File: config.mk
export PLATFORM = sky130hd
export DESIGN_NAME = exe_branch_flush_unit
export DESIGN_NICKNAME = d
export VERILOG_FILES = /design/src/rtl/exe_branch_flush_unit.sv
export SDC_FILE = /design/constraint.sdc
export NUM_CORES = 1
export LEC_CHECK = 0
export ABC_AREA = 1
export CAP_MARGIN = 20
export CORE_MARGIN = 2
export CORE_UTILIZATION = 44
export CTS_CLUSTER_DIAMETER = 80
export DETAILED_ROUTE_END_ITERATION = 8
export GPL_ROUTABILITY_DRIVEN = 0
export PLACE_DENSITY = 0.88
export SYNTH_ARGS = -nofsm -noshare
export SYNTH_HDL_FRONTEND = slang
export SYNTH_SLANG_ARGS = --single-unit
File: constraint.sdc
create_clock -name clk -period 3.75 [get_ports clk]
set_clock_uncertainty 0.2 [all_clocks]
set_input_delay 0.5625 -clock clk [delete_from_list [all_inputs] [get_ports clk]]
set_output_delay 0.5625 -clock clk [all_outputs]
set_load 0.005 [all_outputs]
File: src/rtl/exe_branch_flush_unit.sv
// exe_branch_flush_unit: EXE-stage branch target, flush/shadow FSM and NZCV status register; optional BRANCH_STATS_EN counters
module exe_branch_flush_unit #(
  parameter int FLUSH_CYCLES = 1,
  parameter int CNT_W = 32
) (
  input  logic             clk,
  input  logic             rst,
  input  logic             freeze,
  input  logic             B,
  input  logic             S,
  input  logic [31:0]      PC,
  input  logic [23:0]      Signed_imm_24,
  input  logic [3:0]       ALU_Status,
  output logic [3:0]       SR,
  output logic             Branch_taken,
  output logic [31:0]      Branch_Address,
  output logic             flush,
  output logic             in_shadow,
  output logic [CNT_W-1:0] br_count,
  output logic [CNT_W-1:0] flush_count
);
  typedef enum logic {IDLE, SHADOW} state_t;
  localparam logic [3:0] CNT_INIT = 4'(FLUSH_CYCLES - 1);
  localparam bit HAS_SHADOW = FLUSH_CYCLES > 0;
  state_t state_q;
  logic [3:0] cnt_q;
  logic [3:0] sr_q;
  logic in_shadow_q;
  assign Branch_Address = PC + {{6{Signed_imm_24[23]}}, Signed_imm_24, 2'b00};
  assign Branch_taken = ~rst & (state_q == IDLE) & B & ~freeze;
  assign flush = ~rst & ((state_q == SHADOW) | Branch_taken);
  assign SR = sr_q;
  assign in_shadow = in_shadow_q;
  // Shadow FSM and status register; wrong-path B/S are ignored while in SHADOW
  always_ff @(posedge clk or posedge rst) begin
    if (rst) begin
      state_q <= IDLE;
      cnt_q <= '0;
      sr_q <= '0;
      in_shadow_q <= 1'b0;
    end else if (state_q == IDLE) begin
      if (S & ~freeze) sr_q <= ALU_Status;
      if (Branch_taken && HAS_SHADOW) begin
        state_q <= SHADOW;
        cnt_q <= CNT_INIT;
        in_shadow_q <= 1'b1;
      end
    end else if (!freeze) begin
      if (cnt_q == 4'd0) begin
        state_q <= IDLE;
        in_shadow_q <= 1'b0;
      end else cnt_q <= cnt_q - 4'd1;
    end
  end
`ifdef BRANCH_STATS_EN
  logic [CNT_W-1:0] br_cnt_q, fl_cnt_q;
  // Free-running statistics, wrapping at 2^CNT_W
  always_ff @(posedge clk or posedge rst) begin
    if (rst) begin
      br_cnt_q <= '0;
      fl_cnt_q <= '0;
    end else begin
      if (Branch_taken) br_cnt_q <= br_cnt_q + 1'b1;
      if (flush) fl_cnt_q <= fl_cnt_q + 1'b1;
    end
  end
  assign br_count = br_cnt_q;
  assign flush_count = fl_cnt_q;
`else
  assign br_count = '0;
  assign flush_count = '0;
`endif
endmodule

==> flow_metrics.py, run 1 <==
metrics = {
    "run_status": {
        "status": "complete, no violations",
    },
    "worst_hold_path": {
        "min_path_type": "reg -> reg",
        "worstHoldStart": "cnt_q[2]",
    },
    "global_route": {
        "grt_pass1_vias": 3219,
        "grt_usage": 0.1992,
        "overflow": 0,
        "antenna_found_initial": 0,
        "grt_max_degree": 12,
        "grt_pass1_wl_mm": 12.83,
    },
    "cells_and_area": {
        "multi_input_area_um2": 2315,
        "area_delta_synth_final_pct": 29.64,
        "nFillCells": 666,
        "nNetsFinal": 760,
        "seq_area_um2": 250.2,
        "drive_above_1_share": 0.07692,
        "finalInstanceArea_um2": 4148,
        "diodes": 0,
    },
    "critical_path": {
        "crit_type": "in -> out",
        "crit_chain": "clkdlybuf4s50_1 > ha_2 > inv_1 > fa_2 > inv_2 > nand3_2 > nand3_2 > nand2_1 > a21oi_1 > o21bai_1 > nand2_1 > clkdlybuf4s50_1",
        "cp-start-kind": "input port",
        "path_max_fanout": 4,
        "critPathBufInv": 4,
        "reg2reg_from": "cnt_q[0]",
        "worstPathRequired_ns": 2.99,
        "crit_family": "buffers and inverters",
        "crit_path_end_kind": "output port",
        "cp.arrival_ns": 2.86,
        "slowest_stage": "clkdlybuf4s50_1",
        "startpoint": "PC[2]",
        "critPathMaxStageDelay_ns": 0.50,
    },
    "clocking": {
        "cts_tree": "done",
        "cts_root_buf": "clkbuf_8",
        "cts.sinks": 10,
        "numCtsBuffers": 3,
        "htree_num_levels": 1,
        "clk_latency_ns": 0.24,
        "cts.hold.buffers_added": 0,
        "clock_path_buffers": 2,
        "clk_pin_slew_ns": 0.05,
    },
    "timing": {
        "slew_viol_final": 0,
        "period_minus_slack_ns": 3.620,
        "fin_setup_tns_ns": 0,
        "setup_viol": 0,
        "fmax_ghz": 0.2763,
        "timing.final.crit_share": 0.9653,
        "hold_violations": 0,
    },
    "route": {
        "drc_errors": 0,
        "wl_met3_um": 648,
        "avgRoutedWirePerCell_um": 11.05,
        "met1_length_mm": 3.186,
        "detail_route.iter0.violations": 186,
        "via_count": 3586,
        "top_layer": "met4",
        "met2_length_mm": 4.219,
        "vias_per_cell": 4.706,
        "dr.pass1.iters": 4,
        "postRouteAntennaNets": 0,
        "wl_mm": 8.423,
    },
    "placed_design": {
        "port_buffers": 99,
        "place_hpwl_mm": 7.336,
        "dpl_cell_area_um2": 4063,
    },
    "logic_synthesis": {
        "synth_top_area_cell": "nand2_1",
        "syn_inst": 561,
        "synth-seq-cells": 10,
        "ys_seq_area_frac": 0.07822,
        "synth_top_area_frac": 0.2288,
        "synth-main-ff-cell": "dfrtp_1",
        "synth_warnings": 0,
        "avgSynthCellArea_um2": 5.703,
        "ys_types": 28,
        "ys_top_cells_by_count": "nand2_1, inv_1, buf_4, nor2_1, ha_1",
        "netlist_area_um2": 3199,
        "post-synth-top-count-cell": "nand2_1",
        "async_flop_share": 1.000,
        "yosys-top-cells-area": "nand2_1, buf_4, inv_1, ha_1, dfrtp_1",
        "synth_edf_count": 0,
    },
    "die": {
        "die_w_um": 89.27,
        "die_h_um": 89.27,
        "start_util": 0.4483,
        "coreArea_um2": 7137,
        "die_area_um2": 7969,
        "num_rows": 31,
        "ios": 168,
    },
    "power": {
        "leakagePower_nw": 2.440,
        "ir_drop_v": 0.0003169,
        "power.density_nw_per_um2": 268.5,
    },
    "job": {
        "cap_violations": 0,
    },
}
-- per-layer routing --
metal	up-vias	track usage
met3	35	0.02308
met2	166	0.3892
met4	0	0.09498
li1	1794	-
met5	-	0
met1	1591	0.2081
-- final cells by class --
type                    count  area share
inverters                 104     0.09412
clock buffers               4     0.01327
flip-flops and latches     10     0.06033
well taps                  99     0.02986
repair buffers            101      0.2443
multi-input cells         444      0.5581
-- state kept, by name (all words and copies together), names as in the netlist --
register / flops
in_shadow: 1
cnt_q: 4
state_q: 1
SR: 4
-- report_power, final --
group | switching [W] | total, W | internal, W | leakage (nW)
combinational | 0.000395 | 0.000786 | 0.000392 | 2.29
sequential | 0.0000293 | 0.000191 | 0.000161 | 0.119
clock | 0.0000442 | 0.000137 | 0.0000924 | 0.0288
-- final timing paths --
check	endpoint	slack (ns)	depth (start not counted)
setup / recovery	Branch_Address[16]	0.13	12
hold / removal	cnt_q[2]	0.29	1
setup reg to reg	cnt_q[2]	2.16	9
hold reg to reg	cnt_q[2]	0.29	1
max in group asynchronous	SR[0]	2.60	2
min in group asynchronous	cnt_q[3]	0.46	2
-- per-stage QoR --
step           cells  hold slack [ns]  total power, W  utilization  setup WS (ns)
3_5_place_dp     757           0.2820       0.0009694       0.5693      -0.002358
3_3_place_gp     757           0.2502       0.0009451       0.5693        0.06164
5_1_grt          762           0.3208        0.001216       0.5812       -0.01348
4_1_cts          761           0.2899        0.001115       0.5777        0.03616
6_report         762           0.2861        0.001114       0.5812         0.1303
2_1_floorplan    624           0.2182       0.0006697            -          1.139
-- worst register-to-register path, stage by stage, from the launching register on --
cell and delay, ns:
dfrtp_1 0.36, inv_1 0.06, ha_1 0.21, nand3_1 0.11
nand2_1 0.08, nand2_1 0.07, nand2_2 0.08, nor2_1 0.12
o21ai_0 0.09, a21oi_1 0.13
-- timing repair --
action                     CTS  global route
setup buffers                0             1
pin swaps                    0             1
setup endpoints to repair    2            12
gates resized for setup      1             7
-- kinds of logic after synthesis --
logic type,synth area share
mux,0.01408
buf+inv,0.2769
other cells,0.001172
compound gates,0.07157
fa+ha+maj,0.1236
flops,0.07822
xor+xnor,0.03833
simple gates,0.3962
-- layout by cell type (no fill, tap or decap), drive strengths merged --
master	Yosys	routed
nand2	207	207
a21o	1	1
dlymetal6s2s	0	3
o32ai	1	1
o21ai	5	5
fa	1	1
nand4	5	5
xor2	12	12
dfrtp	10	10
mux2	4	4
xnor2	2	2
o21bai	7	7
nor2	45	45
buf	66	2
inv	104	104
nor3	4	4
ha	30	30
conb	1	64
a21oi	22	22
nand3	33	33
o22ai	1	1
clkdlybuf4s50	0	96
clkbuf	0	4
Power figures use the tool's default switching activity.
==> run 2: changes to the inputs <==
Settings changed: CORE_UTILIZATION 44 to 35, PLACE_DENSITY 0.88 to 0.73.
==> run 2 against run 1 <==
  * Critical path depth unchanged
  * Sequential share of layout area about the same
  * Via count is 3.5% lower
  * Power barely moved
  * Clock-buffer cell count unchanged
  * Utilization shrank 11 points
  * Non-clock buffer count rose by 1
  * Cell count increased by 1.3%
  * Hold slack worse by 0.011 ns
  * Fmax down 0.25%
  * Sequential power about the same
  * Critical endpoint is now Branch_Address[18]
==> flow_metrics.py, run 2 (synthesis results as in run 1) <==
metrics = {
    "critical_path": {
        "cp.arrival_ns": 2.87,
        "crit_type": "in -> out",
        "reg2reg_from": "cnt_q[0]",
        "crit_path_end_kind": "output port",
        "startpoint": "PC[2]",
        "reg2reg_depth": 9,
        "crit_chain": "clkdlybuf4s50_1 > ha_1 > inv_1 > fa_2 > inv_1 > nand3_1 > nand3_2 > nand2_1 > a21oi_1 > o21bai_1 > nand2_1 > clkdlybuf4s50_1",
        "worstPathRequired_ns": 2.99,
        "path_max_fanout": 4,
        "cp-start-kind": "input port",
        "slowest_stage": "clkdlybuf4s50_1",
        "critPathMaxStageDelay_ns": 0.54,
    },
    "power": {
        "power.density_nw_per_um2": 267.0,
        "p_comb_frac": 0.708,
        "p_int_w": 0.0006483,
        "leakagePower_nw": 2.424,
        "p_sw_w": 0.0004661,
        "p_sw_frac": 0.4183,
        "finalPower_w": 0.001114,
        "ir_drop_v": 0.0003327,
        "clkPwrFrac": 0.119,
        "seq_power_share": 0.173,
    },
    "global_route": {
        "overflow": 0,
        "grt_max_degree": 12,
        "grt_usage": 0.1688,
        "grt_pass1_vias": 3267,
        "grt_pass1_wl_mm": 14.06,
        "antenna_found_initial": 0,
    },
    "clocking": {
        "clock_path_buffers": 2,
        "numCtsBuffers": 3,
        "cts_root_buf": "clkbuf_8",
        "cts.hold.buffers_added": 0,
        "clk_pin_slew_ns": 0.05,
        "htree_num_levels": 1,
        "cts.sinks": 10,
        "cts_tree": "done",
        "clk_latency_ns": 0.23,
    },
    "cells_and_area": {
        "diodes": 0,
        "drive_above_1_share": 0.07982,
        "area_delta_synth_final_pct": 30.47,
        "nNetsFinal": 761,
        "final_common_cell": "nand2_1",
        "finalNonFillerCells": 772,
        "final_cell_mix": "nand2_1, inv_1, clkdlybuf4s50_1",
    },
    "placed_design": {
        "port_buffers": 99,
        "dp.cells": 768,
        "place_hpwl_mm": 7.652,
        "place_ws_ns": 0.03092,
    },
    "die": {
        "coreArea_um2": 8806,
        "die_area_um2": 9922,
        "num_rows": 34,
        "ios": 168,
        "die_h_um": 99.61,
        "die_w_um": 99.61,
        "start_util": 0.3633,
    },
    "timing": {
        "holdWs_ns": 0.2747,
        "hold_violations": 0,
        "fmax_ghz": 0.2756,
        "slew_viol_final": 0,
        "finalWorstSetupSlack_ns": 0.1211,
        "timing.final.crit_share": 0.9677,
        "setup_viol": 0,
        "period_minus_slack_ns": 3.629,
    },
    "route": {
        "drc_errors": 0,
        "vias_per_cell": 4.484,
        "avgRoutedWirePerCell_um": 11.11,
        "detail_route.iter0.violations": 138,
        "via_count": 3462,
        "wl_mm": 8.578,
        "postRouteAntennaNets": 0,
        "dr.pass1.iters": 4,
    },
    "worst_hold_path": {
        "hold_depth": 1,
        "min_path_type": "reg -> reg",
        "worstHoldStart": "cnt_q[2]",
    },
    "job": {
        "cap_violations": 0,
    },
    "run_status": {
        "status": "complete, no violations",
    },
}
-- run 2: timing repair --
action / 4_1_cts / 5_1_grt
endpoints found under the setup margin: 0 / 9
buffers inserted: 0 / 0
resized for setup: 0 / 7
-- run 2: per-layer routing --
layer | routed length (um) | share of wire | vias up | GRT usage
met5 | 0 | 0 | - | 0
met3 | 525 | 0.061 | 14 | 0.01687
met1 | 3497 | 0.41 | 1542 | 0.1964
met4 | 171 | 0.020 | 0 | 0.04320
li1 | - | - | 1785 | -
met2 | 4384 | 0.51 | 121 | 0.3264
-- run 2: stage by stage --
stage           TNS [ns]  instance area, um^2    util
2_1_floorplan          0                 3436       -
3_3_place_gp           0                 4089  0.4643
3_5_place_dp           0                 4089  0.4643
4_1_cts                0                 4144  0.4706
5_1_grt        -0.006226                 4174  0.4740
6_report               0                 4174  0.4740
-- run 2: worst paths after layout --
path                       slack, ns                 end
max                             0.12  Branch_Address[18]
min reg2reg                     0.27            cnt_q[2]
min in group asynchronous       0.45           in_shadow
min                             0.27            cnt_q[2]
max in group asynchronous       2.62            cnt_q[3]
max reg2reg                     2.16            cnt_q[2]
-- run 2: area by class of cell --
cell class                      instances  area [um^2]
Fill cell                             936         4632
Multi-Input combinational cell        444         2327
Timing Repair Buffer                  102         1016
Inverter                              104        390.4
Sequential cell                        10        250.2
Tap cell                              108        135.1
Clock buffer                            4        55.05
-- run 2: power by group through the flow --
stage | Clock [W] | Sequential (W) | Combinational [W]
6_report | 0.000133 | 0.000193 | 0.000789
5_1_grt | 0.000143 | 0.000201 | 0.000886
4_1_cts | 0.000136 | 0.000193 | 0.000786
3_5_place_dp | 0 | 0.000194 | 0.000782
3_3_place_gp | 0 | 0.000191 | 0.000766
2_1_floorplan | 0 | 0.000190 | 0.000480
-- run 2: worst max-delay path: cells and delay by family --
family	cells	cell delay (ns)
AO/OA/AOI/OAI	2	0.29
adder cells (fa/ha/maj)	2	0.51
buffers and inverters	4	1.15
AND/OR/NAND/NOR	4	0.34
